### config.mk
export PLATFORM = sky130hd
export DESIGN_NAME = stream_packer_flat
export DESIGN_NICKNAME = d
export VERILOG_FILES = /design/src/rtl/stream_packer_if.sv /design/src/rtl/stream_packer.sv /design/src/flat_wrapper.sv
export SDC_FILE = /design/constraint.sdc
export NUM_CORES = 1
export LEC_CHECK = 0
export ABC_CLOCK_PERIOD_IN_PS = 1900
export CAP_MARGIN = 15
export CORE_MARGIN = 2
export CORE_UTILIZATION = 25
export CTS_CLUSTER_DIAMETER = 200
export CTS_CLUSTER_SIZE = 40
export DETAILED_ROUTE_END_ITERATION = 6
export GPL_ROUTABILITY_DRIVEN = 0
export SYNTH_ARGS = -nofsm -noshare
export SYNTH_HDL_FRONTEND = slang
export SYNTH_SLANG_ARGS = --single-unit
### constraint.sdc
create_clock -name clk -period 1.9 [get_ports clk]
set_input_delay 0.38 -clock clk [delete_from_list [all_inputs] [get_ports clk]]
set_output_delay 0.38 -clock clk [all_outputs]
set_load 0.02 [all_outputs]
### src/rtl/stream_packer_if.sv
//------------------------------------------------------------------------------
// stream_packer_if : FWFT read side plus write side of a width up-converter
// Rev 1.0
//------------------------------------------------------------------------------
`default_nettype none

interface stream_packer_if #(
  parameter int IN_WIDTH = 33,
  parameter int RATIO    = 4
);
  localparam int PW        = IN_WIDTH - 1;
  localparam int CW        = $clog2(RATIO + 1);
  localparam int OUT_WIDTH = 1 + CW + RATIO * PW;

  logic                 in_empty_n;
  logic                 in_read;
  logic [IN_WIDTH-1:0]  in_dout;
  logic                 out_full_n;
  logic                 out_write;
  logic [OUT_WIDTH-1:0] out_din;

  // master is the packer; slave is whatever surrounds it (relay stations, bench)
  modport master (
    input  in_empty_n,
    input  in_dout,
    input  out_full_n,
    output in_read,
    output out_write,
    output out_din
  );

  modport slave (
    output in_empty_n,
    output in_dout,
    output out_full_n,
    input  in_read,
    input  out_write,
    input  out_din
  );
endinterface

`default_nettype wire

### src/rtl/stream_packer.sv
//------------------------------------------------------------------------------
// stream_packer : packs RATIO narrow tokens into one wide token; EOT flushes
// Rev 1.0
//------------------------------------------------------------------------------
`default_nettype none

module stream_packer #(
  parameter int IN_WIDTH  = 33,
  parameter int RATIO     = 4,
  parameter int CW        = $clog2(RATIO + 1),
  parameter int OUT_WIDTH = 1 + CW + RATIO * (IN_WIDTH - 1)
) (
  input  logic            clk,
  input  logic            reset,
  stream_packer_if.master bus
);

  localparam int              PW       = IN_WIDTH - 1;
  localparam int              CNTW     = (RATIO > 1) ? $clog2(RATIO) : 1;
  localparam logic [CNTW-1:0] CNT_LAST = CNTW'(RATIO - 1);
  localparam logic [CW-1:0]   CNT_FULL = CW'(RATIO);

  logic [CNTW-1:0]           cnt_q, cnt_d;
  logic [RATIO-1:0][PW-1:0]  lane_q, lane_d;
  logic                      out_valid_q, out_valid_d;
  logic [OUT_WIDTH-1:0]      out_data_q, out_data_d;

  logic [PW-1:0]             payload;
  logic                      is_eot;
  logic                      completes;
  logic                      blocked;
  logic                      rd;
  logic                      wr;
  logic                      acc;
  logic [RATIO-1:0][PW-1:0]  flush_lanes;
  logic [RATIO-1:0][PW-1:0]  full_lanes;

  assign payload   = bus.in_dout[PW-1:0];
  assign is_eot    = bus.in_dout[IN_WIDTH-1];
  assign completes = is_eot | (cnt_q == CNT_LAST);
  assign blocked   = out_valid_q & ~bus.out_full_n;

  // Only a token that would need the holding register is refused while it is stuck.
  assign rd  = ~reset & bus.in_empty_n & ~(blocked & completes);
  assign wr  = ~reset & out_valid_q & bus.out_full_n;
  assign acc = bus.in_empty_n & rd;

  assign bus.in_read   = rd;
  assign bus.out_write = wr;
  assign bus.out_din   = out_data_q;

  generate
    for (genvar g = 0; g < RATIO; g++) begin : g_lane
      assign flush_lanes[g] = (g < int'(cnt_q)) ? lane_q[g] : '0;
      if (g == RATIO - 1) begin : g_last
        assign full_lanes[g] = payload;
      end else begin : g_held
        assign full_lanes[g] = lane_q[g];
      end
    end
  endgenerate

  always_comb begin
    cnt_d       = cnt_q;
    lane_d      = lane_q;
    out_valid_d = out_valid_q;
    out_data_d  = out_data_q;

    if (wr) begin
      out_valid_d = 1'b0;
    end

    if (acc) begin
      if (is_eot) begin
        out_data_d  = {1'b1, CW'(cnt_q), flush_lanes};
        out_valid_d = 1'b1;
        cnt_d       = '0;
        lane_d      = '0;
      end else if (cnt_q == CNT_LAST) begin
        out_data_d  = {1'b0, CNT_FULL, full_lanes};
        out_valid_d = 1'b1;
        cnt_d       = '0;
        lane_d      = '0;
      end else begin
        for (int i = 0; i < RATIO; i++) begin
          if (cnt_q == CNTW'(i)) begin
            lane_d[i] = payload;
          end
        end
        cnt_d = cnt_q + CNTW'(1);
      end
    end
  end

  always_ff @(posedge clk) begin
    if (reset) begin
      cnt_q       <= '0;
      lane_q      <= '0;
      out_valid_q <= 1'b0;
      out_data_q  <= '0;
    end else begin
      cnt_q       <= cnt_d;
      lane_q      <= lane_d;
      out_valid_q <= out_valid_d;
      out_data_q  <= out_data_d;
    end
  end

endmodule

`default_nettype wire

### src/flat_wrapper.sv
// flat-port wrapper written by rule: the top's interface ports become plain ports
module stream_packer_flat 
#(
  parameter int IN_WIDTH  = 33,
  parameter int RATIO     = 4,
  parameter int CW        = $clog2(RATIO + 1),
  parameter int OUT_WIDTH = 1 + CW + RATIO * (IN_WIDTH - 1)
)
  (clk, reset, bus_in_empty_n, bus_in_dout, bus_out_full_n, bus_in_read, bus_out_write, bus_out_din);
  stream_packer_if #(.IN_WIDTH(IN_WIDTH), .RATIO(RATIO)) bus_i ();
  input  logic clk;
  input  logic reset;
  input wire logic [$bits(bus_i.in_empty_n)-1:0] bus_in_empty_n;
  input wire logic [$bits(bus_i.in_dout)-1:0] bus_in_dout;
  input wire logic [$bits(bus_i.out_full_n)-1:0] bus_out_full_n;
  output wire logic [$bits(bus_i.in_read)-1:0] bus_in_read;
  output wire logic [$bits(bus_i.out_write)-1:0] bus_out_write;
  output wire logic [$bits(bus_i.out_din)-1:0] bus_out_din;
  assign bus_i.in_empty_n = bus_in_empty_n;
  assign bus_i.in_dout = bus_in_dout;
  assign bus_i.out_full_n = bus_out_full_n;
  assign bus_in_read = bus_i.in_read;
  assign bus_out_write = bus_i.out_write;
  assign bus_out_din = bus_i.out_din;
  stream_packer #(.IN_WIDTH(IN_WIDTH), .RATIO(RATIO), .CW(CW), .OUT_WIDTH(OUT_WIDTH)) u_core (.clk(clk), .reset(reset), .bus(bus_i));
endmodule
After elaboration in Yosys (flattened, before gate mapping) --
Index checks and enable logic that the tools add are counted.
Word-level totals: bits in registers 231, input bits 37, output and inout port bits 134
Operators by class: $add $sub $neg 1, $lt $le $gt $ge 3, equal/unequal tests 3, mux-type cells 16, bitwise gates (word level) 11, reduce and logical (&&, ||, !) cells 9
Operators with widths (count):
- 132-bit 2-to-1 mux | 2
- 32-bit 2-to-1 mux | 6
- 96-bit 2-to-1 mux | 2
- 3-bit nonzero test | 3
- 2-bit AND reduction | 4
- 1-bit bitwise AND | 7
- 2-bit equality test (second input constant) | 2
- 1-bit by 2-bit less-than comparator with 1-bit output (first input constant) | 2
- 1-bit 2-to-1 mux | 4
- 2-bit 2-to-1 mux | 2
- 1-bit inverter | 3
- 2-bit by 1-bit adder with 2-bit output (second input constant) | 1
- 2-bit by 1-bit equality test with 1-bit output (second input constant) | 1
- 2-bit logical NOT | 1
- 2-bit less-than comparator (first input constant) | 1
- 2-bit nonzero test | 1
- 1-bit OR | 1

Longest topological paths before layout --
Gate-level depths: netlist (run 1).
word-level depth 7, gate-level depth with buffers 8

Worst setup path after synthesis (run 1) --
No wires, ideal clock.
kind register to register, start point register u_core.cnt_q[0], end point register u_core.lane_q (netlist bit u_core.full_lanes[23]), library setup time 128 ps, data arrival time 1437 ps, required time 1772 ps, path slack 335 ps, stages on the path, launching flop included 9, clock period less this slack 1565 ps, path through dfxtp_1 -> ha_1 -> nor2_4 -> nand3b_1 -> nand2b_1 -> buf_2 -> buf_2 -> buf_2 -> o22ai_1
Between the ends: cells in the longest elaborated chain, start to end 7
RTL lines:
- start: declaration | RTL line stream_packer.sv:23 | logic [CNTW-1:0] cnt_q, cnt_d;
- start signal: assignment | RTL line stream_packer.sv:102 | cnt_q <= cnt_d;
- 2-bit equality test | RTL line stream_packer.sv:40, stream_packer.sv:79
- 1-bit OR | RTL line stream_packer.sv:40 | assign completes = is_eot | (cnt_q == CNT_LAST);
- 1-bit bitwise AND | RTL line stream_packer.sv:44 | assign rd = ~reset & bus.in_empty_n & ~(blocked & completes);
- 1-bit inverter | RTL line stream_packer.sv:44
- 1-bit bitwise AND | RTL line stream_packer.sv:44
- 1-bit bitwise AND | RTL line stream_packer.sv:46 | assign acc = bus.in_empty_n & rd;
- 2-bit AND reduction (no line)
- end signal: assignment | RTL line stream_packer.sv:103 | lane_q <= lane_d;
- end: declaration | RTL line stream_packer.sv:24 | logic [RATIO-1:0][PW-1:0] lane_q, lane_d;
Parallel ways exist; a longest one is shown, timed or not. A chain may end at the register's enable or synchronous reset.

Worst setup path in the final report (run 1) --
start point register u_core.out_data_q[36], in the netlist u_core.bus.out_din[36], end point output port bus_out_din[36]
RTL lines:
- start: declaration | RTL line stream_packer.sv:26 | logic [OUT_WIDTH-1:0] out_data_q, out_data_d;
- start signal: assignment | RTL line stream_packer.sv:105 | out_data_q <= out_data_d;
- end: declaration | RTL line flat_wrapper.sv:18 | output wire logic [$bits(bus_i.out_din)-1:0] bus_out_din;
No word-level cell between the ends.

==> results of run 1 <==
## what timing repair did
item | 4_1_cts | 5_1_grt
setup endpoints to repair | 12 | 51
cloned | 0 | 0
setup buffers | 0 | 0
gates resized for setup | 21 | 51
## cell usage after synthesis (2+ instances only)
library cell  instances  area, sq um
nor2_1                7         26.3
o211ai_2              3         37.5
nand3b_1              2         15.0
buf_4                 6         45.0
buf_6                 8         90.1
nand3_1              97          485
ha_1                  5         62.6
buf_2                30          150
o22ai_1              96          601
a22oi_1               2         15.0
clkbuf_1             39          146
nand2b_1              3         18.8
nand2_1             292         1100
buf_1                 7         26.3
nor2b_1              34          213
a21oi_1             131          656
dfxtp_1             231         4620
inv_1                 3         11.3
## report_power, final
group / total, mW / leakage (nW) / internal (mW) / switching [mW]
Sequential: 4.92 / 1.86 / 4.89 / 0.0273
Combinational: 0.794 / 2.72 / 0.321 / 0.474
Clock: 2.35 / 0.117 / 0.881 / 1.47
Total: 8.06 / 4.70 / 6.09 / 1.97
## routing by layer
metal  up-vias  global-route usage (%)
li1       3706                       -
met1      3478                    21.6
met2       237                    25.2
met3        22                    3.15
met4         0                    3.14
met5         -                       0
## final timing paths
kind                                              end  cells after the start  slack, ns                                start
setup / recovery                      bus_out_din[36]                      1       0.03  u_core.bus.out_din[36]$_SDFFE_PP0P_
hold reg to reg   u_core.bus.out_din[73]$_SDFFE_PP0P_                      2       0.46  u_core.bus.out_din[73]$_SDFFE_PP0P_
hold / removal           u_core.cnt_q[1]$_SDFFE_PP0P_                      6       0.40                                reset
setup reg to reg  u_core.bus.out_din[31]$_SDFFE_PP0P_                      7       0.13         u_core.cnt_q[0]$_SDFFE_PP0P_
## flip-flops by register name, indices dropped and copies added (netlist names)
register and count:
u_core.bus.out_din 132, u_core.full_lanes 96, u_core.cnt_q 2, u_core.out_valid_q 1
## stage by stage
| step | power [mW] | setup TNS, ns | cells |
|---|---|---|---|
| finish | 8.06 | 0 | 1600 |
| global route | 8.37 | 0 | 1600 |
| CTS | 8.16 | 0 | 1600 |
| detailed placement | 5.82 | -31.63 | 1590 |
| global placement | 5.82 | -28.43 | 1590 |
| floorplan | 5.40 | 0 | 1002 |
## cells by family after synthesis
group	after synthesis	synth area share [%]
multiplexers	1	0.120
adder cells (fa/ha/maj)	5	0.748
flip-flops	231	55.3
AO/OA/AOI/OAI	233	15.7
AND/OR/NAND/NOR	439	22.5
buffers and inverters	93	5.61
## area by class of cell
class	count	area, sq um
clock buffers	9	225
clock inverters	1	11.3
fillers	3427	21300
inverters	3	11.3
multi-input cells	678	3320
flip-flops and latches	231	4630
well taps	442	553
repair buffers	236	2750
## worst min-delay path: stages
cell     delay (ns)
buf_4          0.08
nor2b_1        0.05
o21ai_2        0.07
buf_4          0.11
mux2i_1        0.07
nor2_1         0.07
==> impl_results.md, run 1 <==
* Run status: finished clean
* Worst setup EP type: output pin
* Unrepaired setup endpoints after global routing: no
* YS warnings at 0
* Mapped Area at around 8400 sq um
* Clock sink count at around 230
* Hpwl dp at 19800 um
* CTS Hold Bufs at 0
* # DRC at 0
* Die Y at around 190 um
* Antenna violations before repair at 0
* Routed wl met3 at 1850 um
* Detailed-router iteration count before antenna repair at 5
* Library cells used by synthesis at 24
* Worst hold margin at 0.398 ns
* Mapped Nets at 1044
* Fin util at a little over a third
* Layout overhead on the synthesized area at 37.5%
* Top layer in use: met4
* Via density at about 4.7
* Post-Synthesis Cells at about 1000
* Met2 WL at 13000 um
* Register area share after synthesis at 55.3%
* Post-synthesis register bit count at ~230
* Async set or reset register ratio after synthesis at 0%
* Slowest-stage cell, CP: clkdlybuf4s50_1
* Startpoint Class: flop
* Avg Cell Area, Syn at between 8 and 9 sq um
* Crit-path max cell delay at 0.62 ns
* Clk slew on worst S/H paths at roughly 0.14 ns
* Slew @ Worst Pin at 0.612 ns
* Post-synth EDFFs at 0
* # diodes at 0
* Worst-case clock buffer depth at 3
* Max-cap violations at 0
* Final Max Slew Viols at 0
* Worst Hold Class: input pin to flop
* Pwr per Cell Area at about 700 nW/um^2
* Layout cells sized above 1 at 7.69%
* Largest net degree at the start of global routing at 65
* Crit path kind: flop to output pin
* Initial Util at roughly a quarter
* DRT iter0 DRCs at slightly below 600
* Core area at roughly 33000 sq um
* Post-route ant nets at 0
* Max transition margin at 59.2%
* Crit path arrival time at between 1 and 1.5 ns
* Worst Path Buf+Inv at 1
* Ys flop type: dfxtp_1
* CP max FO at 2
* Most frequent cells in the layout: 292 x nand2_1, 229 x dfxtp_1, 131 x a21oi_1
* Worst path top cell family by delay: buffers and inverters
* Clock Skews at approximately 0.023 ns
* H-Tree Depth at 1
* Placed Area at 11100 sq um
* Vias at ~7400
* Part of the cycle the worst path needs at a little over nine tenths
* Worst path cell trace: clkdlybuf4s50_1
* Post-route cell area at around 12000 sq um
* Fin. Hold Viols at 0
* GRT Resource Usage Total at about 16%
* Metal1 wirelength at approximately 13000 um
* Grt ovf at 0
* WL/cell at approximately 18 um
* Count of final setup violators at 0
* DIE AREA at about 35000 sq um
* Clock Latency Late Sink at about 0.49 ns
* I/O Buffers at 170
* TritonCTS buffer count at 9
* CTS tree: built
* Worst vdd ir at between 0.5 and 0.6 mV
* Die width at around 190 um
* Vias in the first global route at ~6900
* Root Buffer: clkbuf_16
* Nets at 1201
* Top-level I/O count at between 150 and 200
* Leak pwr at ~4.7 nW
* Top achievable clock speed at about 540 MHz
* First-pass GRT wire length at 42200 um
* DRT Wirelength at around 28000 um
* Critical Path RT at 1.52 ns
* Final min period at 1.87 ns
* Commonest non-fill, non-tap cell in the layout: nand2_1
* Cell Rows at 66
* Worst setup margin at 0.0323 ns
* Worst slack, placed at -0.317 ns
Power figures use the tool's default switching activity.
==> run 2: changes to the inputs <==
--- a/config.mk
+++ b/config.mk
@@ -7,8 +7,8 @@
 export LEC_CHECK = 0
 export ABC_CLOCK_PERIOD_IN_PS = 1900
 export CAP_MARGIN = 15
-export CORE_MARGIN = 2
 export CORE_UTILIZATION = 25
+export CTS_BUF_LIST = sky130_fd_sc_hd__clkbuf_16
 export CTS_CLUSTER_DIAMETER = 200
 export CTS_CLUSTER_SIZE = 40
 export DETAILED_ROUTE_END_ITERATION = 6
==> impl_results.md, run 2 (synthesis gave the netlist of run 1 again) <==
* Run status: finished clean
* Part of the cycle the worst path needs at 97.9% (-0.41 points)
* Layout Cells excl Fill at 1601 (+0.063%)
* DRT Wirelength at 28100 um (-0.85%)
* Clock Latency Late Sink at 0.49 ns (about the same)
* Count of final setup violators at 0 (unchanged)
* Worst path top cell family by delay: buffers and inverters
* Slew @ Worst Pin at 0.833 ns (+0.220 ns)
* Max transition margin at 44.5% (-15 points)
* Leak pwr at 4.57 nW (-2.8%)
* Unrepaired setup endpoints after global routing: no
* Clock Skews at 0.0151 ns (-0.00836 ns)
* Core area at 32700 sq um (-0.25%)
* Initial Util at 25.6% (+0.064 points)
* Final Max Slew Viols at 0 (unchanged)
* Worst vdd ir at 0.570 mV (+0.45%)
* Vias at 7341 (-1.4%)
* Die Y at 185 um (-1.1%)
* Root Buffer: clkbuf_16
* DRT iter0 DRCs at 477 (-17%)
* WL/cell at 17.5 um (-0.91%)
* Slowest-stage cell, CP: clkdlybuf4s50_1
* Antenna violations before repair at 1 (+1)
* Critical Path RT at 1.52 ns (about the same)
* Startpoint Class: flop
* Crit-path max cell delay at 0.64 ns (+0.02 ns)
* Placed Instances at 1590 (unchanged)
* Pwr per Cell Area at 705 nW/um^2 (+0.57%)
* H-Tree Depth at 1 (unchanged)
* Die width at 185 um (-1.1%)
* Crit path arrival time at 1.48 ns (about the same)
* Crit path kind: flop to output pin
* DIE AREA at 34200 sq um (-2.1%)
* Layout overhead on the synthesized area at 36.8%
* Largest net degree at the start of global routing at 76 (+17%)
* Worst Hold Class: input pin to flop
* Worst setup EP type: output pin
* Clock sink count at 231 (unchanged)
* Max-cap violations at 0 (unchanged)
* Via density at 4.59 (-1.4%)
* Worst-case clock buffer depth at 3 (unchanged)
* GRT Resource Usage Total at 16.0% (+0.37 points)
* Commonest non-fill, non-tap cell in the layout: nand2_1
* Final min period at 1.86 ns (-0.00770 ns)
* # DRC at 0 (unchanged)
* Top achievable clock speed at 538 MHz (+0.41%)
* I/O Buffers at 170 (unchanged)
* Grt ovf at 0 (unchanged)
* Nets at 1201 (unchanged)
* Setup TNS Final at 0 ns (unchanged)
* Hpwl dp at 19500 um (-1.7%)
* First-pass GRT wire length at 41300 um (-2.2%)
* Cell Rows at 66 (unchanged)
* Fin. Hold Viols at 0 (unchanged)
* CTS Hold Bufs at 0 (unchanged)
* Max reg flops at 132 (unchanged)
* Detailed-router iteration count before antenna repair at 6 (+1)
* Top-level I/O count at 171 (unchanged)
* Clk slew on worst S/H paths at 0.15 ns (about the same)
* CTS tree: built
* Layout cells sized above 1 at 7.69% (unchanged)
* TritonCTS buffer count at 9 (unchanged)
* Worst path cell trace: clkdlybuf4s50_1
* CP max FO at 2 (unchanged)
* Worst Path Buf+Inv at 1 (unchanged)
* Vias in the first global route at 6719 (-2.5%)
* Post-route ant nets at 0 (unchanged)
* Most frequent cells in the layout: 292 x nand2_1, 229 x dfxtp_1, 131 x a21oi_1
run 2: cell types whose count changed in the layout (fill, tap and decap cells not counted):
cell / change
buf_12: -4
buf_4: +4
clkdlybuf4s50_1: +8
diode_2: +1
dlygate4sd2_1: -2
dlymetal6s2s_1: -6
run 2: power breakdown:
| group | total (mW) | switching, mW | internal [mW] |
|---|---|---|---|
| combinational | 0.783 | 0.469 | 0.315 |
| clock | 2.37 | 1.48 | 0.882 |
| sequential | 4.92 | 0.0265 | 4.89 |
run 2: per-stage QoR:
| stage | hold WS [ns] | worst slack, ns | util (%) | area [sq um] | power [mW] |
|---|---|---|---|---|---|
| 2_1_floorplan | 0.446 | 0.335 | - | 8370 | 5.40 |
| 3_3_place_gp | 0.441 | -0.318 | 33.9 | 11100 | 5.81 |
| 3_5_place_dp | 0.443 | -0.314 | 33.9 | 11100 | 5.81 |
| 4_1_cts | 0.372 | 0.0000665 | 34.6 | 11300 | 8.13 |
| 5_1_grt | 0.396 | 0.000788 | 35.0 | 11400 | 8.36 |
| 6_report | 0.377 | 0.0400 | 35.0 | 11400 | 8.07 |
run 2: final timing paths:
path	startpoint	endpoint	slack (ns)	depth (start not counted)
min	reset	u_core.cnt_q[1]$_SDFFE_PP0P_	0.38	6
max reg2reg	u_core.cnt_q[0]$_SDFFE_PP0P_	u_core.bus.out_din[85]$_SDFFE_PP0P_	0.11	7
min reg2reg	u_core.bus.out_din[65]$_SDFFE_PP0P_	u_core.bus.out_din[65]$_SDFFE_PP0P_	0.46	2
max	u_core.bus.out_din[94]$_SDFFE_PP0P_	bus_out_din[94]	0.04	1
run 2: repair_timing:
action	4_1_cts	5_1_grt
endpoints found under the setup margin	10	45
gates cloned	0	0
gates resized for setup	19	45
buffers inserted	0	0
run 2: metal layers:
metal / track usage, % / up-vias / share of wire [%]
li1: - / 3687 / -
met1: 22.0 / 3466 / 47
met2: 27.1 / 176 / 48
met3: 2.08 / 12 / 4.4
met4: 2.12 / 0 / 0.88
met5: 0 / - / 0
run 2: layout make-up:
type | instances | area (sq um)
multi-input cells | 678 | 3320
flip-flops and latches | 231 | 4630
inverters | 3 | 11.3
clock buffers | 9 | 225
well taps | 442 | 553
fillers | 3428 | 21300
clock inverters | 1 | 11.3
repair buffers | 236 | 2690
diodes | 1 | 2.50
